`src/rtl/pc_unit.sv`:
```
// pc_unit -- RV32 fetch-stage program counter with a circular return-address stack.
//
// The next fetch address comes from one of these sources, highest priority first:
// trap vector, mret target, resolved redirect, stall hold, RAS prediction on a
// return, sequential step. Steps are +2 for compressed instructions when C_EXT_P
// is set, otherwise +4. A misaligned redirect target holds the PC and raises
// misalign_o so that the CSR stage can trap on a later cycle.
//
// Ports:
//   clk_i, rst_i          clock and synchronous active-high reset
//   stall_i               hold the PC
//   trap_i, trap_vec_i    take trap to trap_vec_i (word aligned)
//   mret_i, mepc_i        return from trap to mepc_i
//   redirect_i, redirect_addr_i  resolved branch/jump target
//   compressed_i          instruction at pc_q_o is 16-bit
//   call_i, ret_i         instruction at pc_q_o is a call / return
//   pc_q_o                current PC
//   pc_seq_o              pc_q_o + step (link address)
//   misalign_o            redirect target misaligned (combinational)
//   ras_empty_o, ras_full_o  RAS occupancy flags (registered state only)
module pc_unit #(
  parameter int          WIDTH_P      = 32,
  parameter logic [31:0] RESET_ADDR_P = 32'h0000_0000,
  parameter int          C_EXT_P      = 1,
  parameter int          RAS_DEPTH_P  = 4
) (
  input  logic               clk_i,
  input  logic               rst_i,
  input  logic               stall_i,
  input  logic               trap_i,
  input  logic [WIDTH_P-1:0] trap_vec_i,
  input  logic               mret_i,
  input  logic [WIDTH_P-1:0] mepc_i,
  input  logic               redirect_i,
  input  logic [WIDTH_P-1:0] redirect_addr_i,
  input  logic               compressed_i,
  input  logic               call_i,
  input  logic               ret_i,
  output logic [WIDTH_P-1:0] pc_q_o,
  output logic [WIDTH_P-1:0] pc_seq_o,
  output logic               misalign_o,
  output logic               ras_empty_o,
  output logic               ras_full_o
);

  localparam int                 PTR_W      = (RAS_DEPTH_P > 1) ? $clog2(RAS_DEPTH_P) : 1;
  localparam logic [PTR_W:0]     DEPTH_C    = (PTR_W+1)'(RAS_DEPTH_P);
  localparam logic [WIDTH_P-1:0] RESET_PC_C = WIDTH_P'(RESET_ADDR_P);

  function automatic logic is_misaligned(input logic [WIDTH_P-1:0] addr);
    if (C_EXT_P != 0) return addr[0];
    return addr[1] | addr[0];
  endfunction

  function automatic logic [WIDTH_P-1:0] align_trap(input logic [WIDTH_P-1:0] addr);
    return {addr[WIDTH_P-1:2], 2'b00};
  endfunction

  function automatic logic [WIDTH_P-1:0] align_mret(input logic [WIDTH_P-1:0] addr);
    if (C_EXT_P != 0) return {addr[WIDTH_P-1:1], 1'b0};
    return {addr[WIDTH_P-1:2], 2'b00};
  endfunction

  logic [WIDTH_P-1:0] pc_q, pc_d;
  logic [PTR_W-1:0]   ptr_q, ptr_d;
  logic [PTR_W:0]     cnt_q, cnt_d;
  logic [WIDTH_P-1:0] ras_q [RAS_DEPTH_P];
  logic [WIDTH_P-1:0] ras_d [RAS_DEPTH_P];

  logic [WIDTH_P-1:0] step;
  logic [WIDTH_P-1:0] pc_seq;
  logic [PTR_W-1:0]   ptr_inc;
  logic               redir_mis;
  logic               ras_en;
  logic               ras_nonempty;

  // Combinational next-PC and RAS update
  always_comb begin
    step         = ((C_EXT_P != 0) && compressed_i) ? WIDTH_P'(2) : WIDTH_P'(4);
    pc_seq       = pc_q + step;
    ptr_inc      = ptr_q + 1'b1;
    redir_mis    = is_misaligned(redirect_addr_i);
    ras_nonempty = (cnt_q != '0);
    ras_en       = !trap_i && !mret_i && !redirect_i && !stall_i;

    if (trap_i) begin
      pc_d = align_trap(trap_vec_i);
    end else if (mret_i) begin
      pc_d = align_mret(mepc_i);
    end else if (redirect_i) begin
      pc_d = redir_mis ? pc_q : redirect_addr_i;
    end else if (stall_i) begin
      pc_d = pc_q;
    end else if (ret_i && ras_nonempty) begin
      pc_d = ras_q[ptr_q];
    end else begin
      pc_d = pc_seq;
    end

    ptr_d = ptr_q;
    cnt_d = cnt_q;
    ras_d = ras_q;
    if (ras_en) begin
      if (call_i && ret_i && ras_nonempty) begin
        // Tail call: the popped slot is reused for the new link address.
        ras_d[ptr_q] = pc_seq;
      end else if (call_i) begin
        // Covers call+ret on an empty stack too: behaves as a plain push.
        ptr_d          = ptr_inc;
        ras_d[ptr_inc] = pc_seq;
        cnt_d          = (cnt_q == DEPTH_C) ? cnt_q : cnt_q + 1'b1;
      end else if (ret_i && ras_nonempty) begin
        ptr_d = ptr_q - 1'b1;
        cnt_d = cnt_q - 1'b1;
      end
    end
  end

  // Registered state
  always_ff @(posedge clk_i) begin
    if (rst_i) begin
      pc_q  <= RESET_PC_C;
      ptr_q <= '0;
      cnt_q <= '0;
      for (int i = 0; i < RAS_DEPTH_P; i++) ras_q[i] <= '0;
    end else begin
      pc_q  <= pc_d;
      ptr_q <= ptr_d;
      cnt_q <= cnt_d;
      ras_q <= ras_d;
    end
  end

  assign pc_q_o      = pc_q;
  assign pc_seq_o    = pc_seq;
  assign misalign_o  = !rst_i && redirect_i && !trap_i && !mret_i && redir_mis;
  assign ras_empty_o = (cnt_q == '0);
  assign ras_full_o  = (cnt_q == DEPTH_C);

endmodule

```
`config.mk`:
```
export PLATFORM = sky130hd
export DESIGN_NAME = pc_unit
export DESIGN_NICKNAME = d
export VERILOG_FILES = /design/src/rtl/pc_unit.sv
export SDC_FILE = /design/constraint.sdc
export NUM_CORES = 1
export LEC_CHECK = 0
export CAP_MARGIN = 20
export CORE_ASPECT_RATIO = 0.5
export CORE_MARGIN = 3
export CORE_UTILIZATION = 50
export CTS_CLUSTER_DIAMETER = 30
export DETAILED_ROUTE_END_ITERATION = 16
export PLACE_DENSITY = 0.77
export SYNTH_ARGS = -nofsm -noshare
export SYNTH_HDL_FRONTEND = slang
export SYNTH_SLANG_ARGS = --single-unit
```
`constraint.sdc`:
```
create_clock -name clk_i -period 6.97 [get_ports clk_i]
set_input_delay 2.091 -clock clk_i [delete_from_list [all_inputs] [get_ports clk_i]]
set_output_delay 2.091 -clock clk_i [all_outputs]
set_load 0.01 [all_outputs]
```
==> run metrics, run 1 <==
actual slew at the worst max-slew pin 943 ps; Core ar. 0.0160 mm²; final worst slack 115 ps; final hold violations 0; fin nets 1219; Reg clk slew, reported paths 60 ps; CTS Hold Bufs 0; starting DRC count in detailed routing 801; sw power 591 µW; # port buffers 168; H-tree depth 4; internal power 1.73 mW; WHS 493 ps; PwrDens 208 mW/mm²; Hold WC Path Type reg -> reg; antenna violations before repair 0; CTS tree yes; Final Slew Violations 0; DP Worst Slack -91.5 ps; total vias in the final route 8172; Final Skew 9.57 ps; fmax 0.146 GHz; synthesis-to-layout area growth 32.0%; Reg power frac 0.429; die area 0.0186 mm²; vias in the first global route 7828; sw frac 0.255; status complete, no violations; Mapped Nets 1067; Max clock buf depth 2; P_leak 4.04 nW; worst rel slew slack 0.372; Post-Synthesis Cell Area 0.00846 mm²; Gate Count Post-Synth 952; synthesized flop and latch total 165; ys flop type dfxtp_1; power share of the clock group 0.417; std cell rows 32; sequential fraction of the synthesis area 0.390; Starting Density 0.530; Final Wtd Congestion 0.932; Sink Count 165; Worst Path Required 4880 ps; Worst Setup End Kind primary output; reg-to-reg slack, setup 4100 ps; synth unique cells 59; CTS buffer count 17; share of cells above drive strength 1 0.122; Chip Width 190 µm; routed wire length per instance 20.5 µm; commonest cells after routing, fill and taps aside 164 x dfxtp_1, 160 x nor2_1, 159 x clkdlybuf4s50_1; drt first pass iters 5; final setup vio count 0; Post-synth EDFFs 0; drt total wl 27.4 mm; DRC violations left 0; I/O pins 172; gr usage total 0.291; share of flip-flops with an asynchronous set or reset 0; commonest non-fill, non-tap cell in the layout dfxtp_1; synth warn 0; Avg Inst Size Synth 8.89 µm²; crit start category input pin; critical path class in -> out; clk root buf clkbuf_16; largest net degree at the start of global routing 88; CP max FO 7; Tcrit/Tclk final 0.983; antenna cells 0; first-pass GRT wire length 42.8 mm; DP Wirelength 18.6 mm; Vias/cell 6.12; die height 98.0 µm; fin crit period 6850 ps; RSZ-0062 raised after global routing no; # Max-Cap Violations 0; Peak VDD IR 0.205 mV; CP arrival 4760 ps; Clock Latency Late Sink 430 ps; post-route antenna net violation count 0; Comb pwr share 0.154; Overflow after GRT 0
-- kinds of logic after synthesis --
kind of cell    synth area share
simple gates               0.161
compound gates             0.220
fa+ha+maj                 0.0166
buf+inv                   0.0633
flops                      0.390
xor+xnor                  0.0342
mux                        0.115
-- path summary, 6_finish.rpt --
| path | start | to | cells after the start |
|---|---|---|---|
| hold reg to reg | ras_q[30] | ras_q[30] | 2 |
| hold / removal | ras_q[30] | ras_q[30] | 2 |
| setup / recovery | compressed_i | pc_seq_o[30] | 10 |
| setup reg to reg | pc_q_o[1] | pc_q_o[15] | 12 |
-- through the flow --
stage | total power, mW | setup TNS (ps) | area [µm²] | util | instances
after detailed placement | 1.36 | -190 | 10500 | 0.655 | 1305
after global routing | 2.39 | 0 | 11200 | 0.699 | 1336
after CTS | 2.32 | 0 | 11100 | 0.693 | 1335
after floorplan | 1.16 | 0 | 8460 | - | 952
final | 2.32 | 0 | 11200 | 0.699 | 1336
after global placement | 1.36 | -157 | 10500 | 0.655 | 1305
-- synth_stat cells (3+ instances only) --
cell type,instances,area (µm²)
buf_1,4,15.0
and3_1,5,31.3
nand4_1,6,37.5
o31ai_1,7,52.6
mux4_2,32,721
nand2_1,52,195
nor3_1,14,70.1
nor2b_1,5,31.3
o21ai_0,28,140
nand3_1,18,90.1
nor3b_1,3,22.5
a221oi_1,20,175
a21oi_1,37,185
a211oi_1,110,826
ha_1,8,100
a31oi_1,6,37.5
and4_1,3,26.3
xor2_1,16,140
buf_2,17,85.1
a2111oi_0,8,70.1
nand2b_1,4,25.0
a221o_1,15,150
inv_1,55,206
o32ai_1,3,26.3
nor4_4,3,63.8
o211ai_1,5,37.5
xnor2_1,17,149
o21ai_1,3,15.0
dfxtp_1,165,3300
nor2_1,160,601
mux2i_1,25,250
clkbuf_1,58,218
nor3_2,3,30.0
o22ai_1,5,31.3
-- power groups by stage --
stage	Sequential [mW]	Combinational [mW]	Clock, mW
after CTS	0.994	0.351	0.972
after floorplan	1.01	0.152	0
after detailed placement	1.01	0.348	0
after global placement	1.01	0.343	0
after global routing	0.999	0.380	1.01
final	0.996	0.357	0.966
-- critical path, cell delays in order --
cell             delay (ps)
clkdlybuf4s50_1         490
buf_4                   130
inv_1                    40
ha_1                    280
a21oi_1                 130
nor4_2                  320
buf_4                   240
nand4_1                 170
xnor2_2                 290
clkdlybuf4s50_1         590
-- state kept, by name, indices dropped and copies added, names as in the netlist --
register / count
ras_q: 128
pc_q_o: 32
cnt_q: 3
ptr_q: 2
-- layer usage --
metal  vias to the layer above  GRT usage  share of wire
li1                       3777          -              -
met1                      3939      0.400           0.41
met2                       400      0.463           0.47
met3                        56     0.0603          0.086
met4                         0     0.0897          0.025
met5                         -          0              0
-- area by class of cell --
type	count	area (µm²)
tap	221	277
clock inverter	8	125
multi-input combinational	651	4750
timing repair buffer	213	2030
fill	1229	4810
clock buffer	22	474
inverter	56	210
sequential	165	3300
-- repair_timing --
item	4_1_cts	5_1_grt
pin swaps	1	3
buffers inserted	0	1
setup endpoints to repair	5	13
resized for setup	3	16
Power figures use the tool's default switching activity.
==> run 2: changes to the inputs <==
Settings changed: CORE_ASPECT_RATIO 0.5 to 1.4, CORE_MARGIN 3 to 2.
==> run 2 against run 1 <==
  * The run now ends with setup timing left
  * Combinational power barely moved
  * Routed wire length rose by 2.0%
  * Core utilization fell by 3.2 points
  * Largest power group unchanged
  * Cell count fell by 0.75%
  * Non-clock buffer count rose by 6
  * Sequential power barely moved
==> run metrics, run 2 (synthesis gave the netlist of run 1 again) <==
status finished with violations; violated checks setup timing; CP max FO 3; Biggest register ras_q; sw frac 0.291; power share of the clock group 0.407; routed wire length per instance 21.1 µm; r2r endpoint ras_q[30]; max incr delay on CP 490 ps; drt total wl 28.0 mm; die area 0.0180 mm²; starting DRC count in detailed routing 651; fmax 0.143 GHz; actual slew at the worst max-slew pin 1180 ps; max reg flops 128; Max clock buf depth 2; Worst Path Required 4880 ps; crit start category input pin; DP Wirelength 18.3 mm; fin crit period 6970 ps; DRC violations left 0; clk root buf clkbuf_16; CP arrival 4880 ps; CTS Hold Bufs 0; setup_tns -0.621 ps; H-tree depth 4; worst r2r src cnt_q[0]; crit-path most repeated cell buf_4; Worst Hold Launch ras_q[31]; synthesis-to-layout area growth 31.6%; P_leak 3.99 nW; final worst slack -0.621 ps; std cell rows 56; post-route antenna net violation count 0; reg-to-reg slack, setup 3990 ps; die height 158 µm; Worst Setup End Kind primary output; first-pass GRT wire length 42.4 mm; # port buffers 168; antenna violations before repair 0; CP max stage cell clkdlybuf4s50_1; Core ar. 0.0167 mm²; Tcrit/Tclk final 1.00; critical path class in -> out; largest net degree at the start of global routing 68; Clock Latency Late Sink 430 ps; fin nets 1225; Reg clk slew, reported paths 70 ps; antenna cells 0; sw power 666 µW; PwrDens 205 mW/mm²; CTS tree yes; total vias in the final route 8191; commonest cells after routing, fill and taps aside 164 x dfxtp_1, 161 x clkdlybuf4s50_1, 160 x nor2_1; Final Wtd Congestion 0.828; WHS Path Cells 2; Chip Width 114 µm; internal power 1.62 mW; Final Slew Violations 0; vias in the first global route 7891; Final Skew 9.31 ps; Comb pwr share 0.157; RSZ-0062 raised after global routing yes; Vias/cell 6.18; final setup vio count 1; crit-path cells clkdlybuf4s50_1, ha_1, inv_1, fa_1, nand4b_1, nor3_4, buf_4, buf_4, nand4b_1, xnor2_1, buf_4, dlygate4sd2_1; # Max-Cap Violations 0; Hold WC Path Type reg -> reg; Overflow after GRT 0; Starting Density 0.507; gr usage total 0.306; commonest non-fill, non-tap cell in the layout dfxtp_1; I/O pins 172; final hold violations 0; Reg power frac 0.436; worst r2r path cells 7; worst min-delay path endpoint ras_q[31]; CTS buffer count 17; Power Total 2.29 mW; drt first pass iters 6; Peak VDD IR 0.129 mV; final core occ 0.668; Sink Count 165; worst rel slew slack 0.212; share of cells above drive strength 1 0.129
==> run 2: changes by cell type in the layout (fill, tap and decap cells not counted), moves of 2 or more <==
cell             before  now
buf_4                45   52
bufinv_16             3    0
clkbuf_1              2    0
clkbuf_8              3    0
clkdlybuf4s50_1     159  161
clkinv_8              0    2
dlygate4sd2_1         1    3
dlymetal6s2s_1        6    2
inv_6                 0    7
inv_8                 0    4
xnor2_1              14   16
xnor2_2               3    1
==> run 2: power groups by stage <==
stage	sequential, mW	clock [mW]	combinational, mW
finish	0.998	0.930	0.358
detailed placement	1.02	0	0.352
floorplan	1.01	0	0.152
CTS	0.996	0.930	0.354
global route	1.00	0.970	0.381
global placement	1.02	0	0.349
==> run 2: area by class of cell <==
cell class / count / area [µm²]
Tap cell: 203 / 254
Fill cell: 1360 / 5540
Inverter: 56 / 210
Clock inverter: 15 / 153
Timing Repair Buffer: 219 / 2060
Clock buffer: 17 / 425
Sequential cell: 165 / 3300
Multi-Input combinational cell: 651 / 4730
==> run 2: worst max-delay path by stage <==
stage,from,end,slack [ps]
global route,compressed_i,pc_seq_o[21],-130
finish,compressed_i,pc_seq_o[31],-0.6
floorplan,compressed_i,pc_seq_o[31],940
global placement,compressed_i,pc_seq_o[31],-190
CTS,compressed_i,pc_seq_o[21],5
detailed placement,compressed_i,pc_seq_o[31],-180
==> run 2: metrics by stage <==
step	worst slack, ps	std cells	cell area (µm²)	hold WS (ps)
after global routing	-127	1326	11100	513
after floorplan	939	952	8460	455
after global placement	-189	1291	10500	468
final	-0.621	1326	11100	496
after detailed placement	-177	1291	10500	481
after CTS	5.23	1324	11100	497
==> run 2: worst max-delay path, delay by kind of cell <==
family                   cells  cell delay [ps]
buffers and inverters        6             1230
AND/OR/NAND/NOR              3              800
adder cells (fa/ha/maj)      2              540
XOR/XNOR                     1              210
==> run 2: per-layer routing <==
layer,global-route usage,part of all wire
met2,0.507,0.49
met4,0.148,0.040
met1,0.383,0.39
met3,0.0597,0.081
met5,0,0
==> run 2: timing repair <==
item,in CTS,in global routing
pin swaps,3,2
setup endpoints to repair,6,9
setup buffers,1,2
resized for setup,5,8
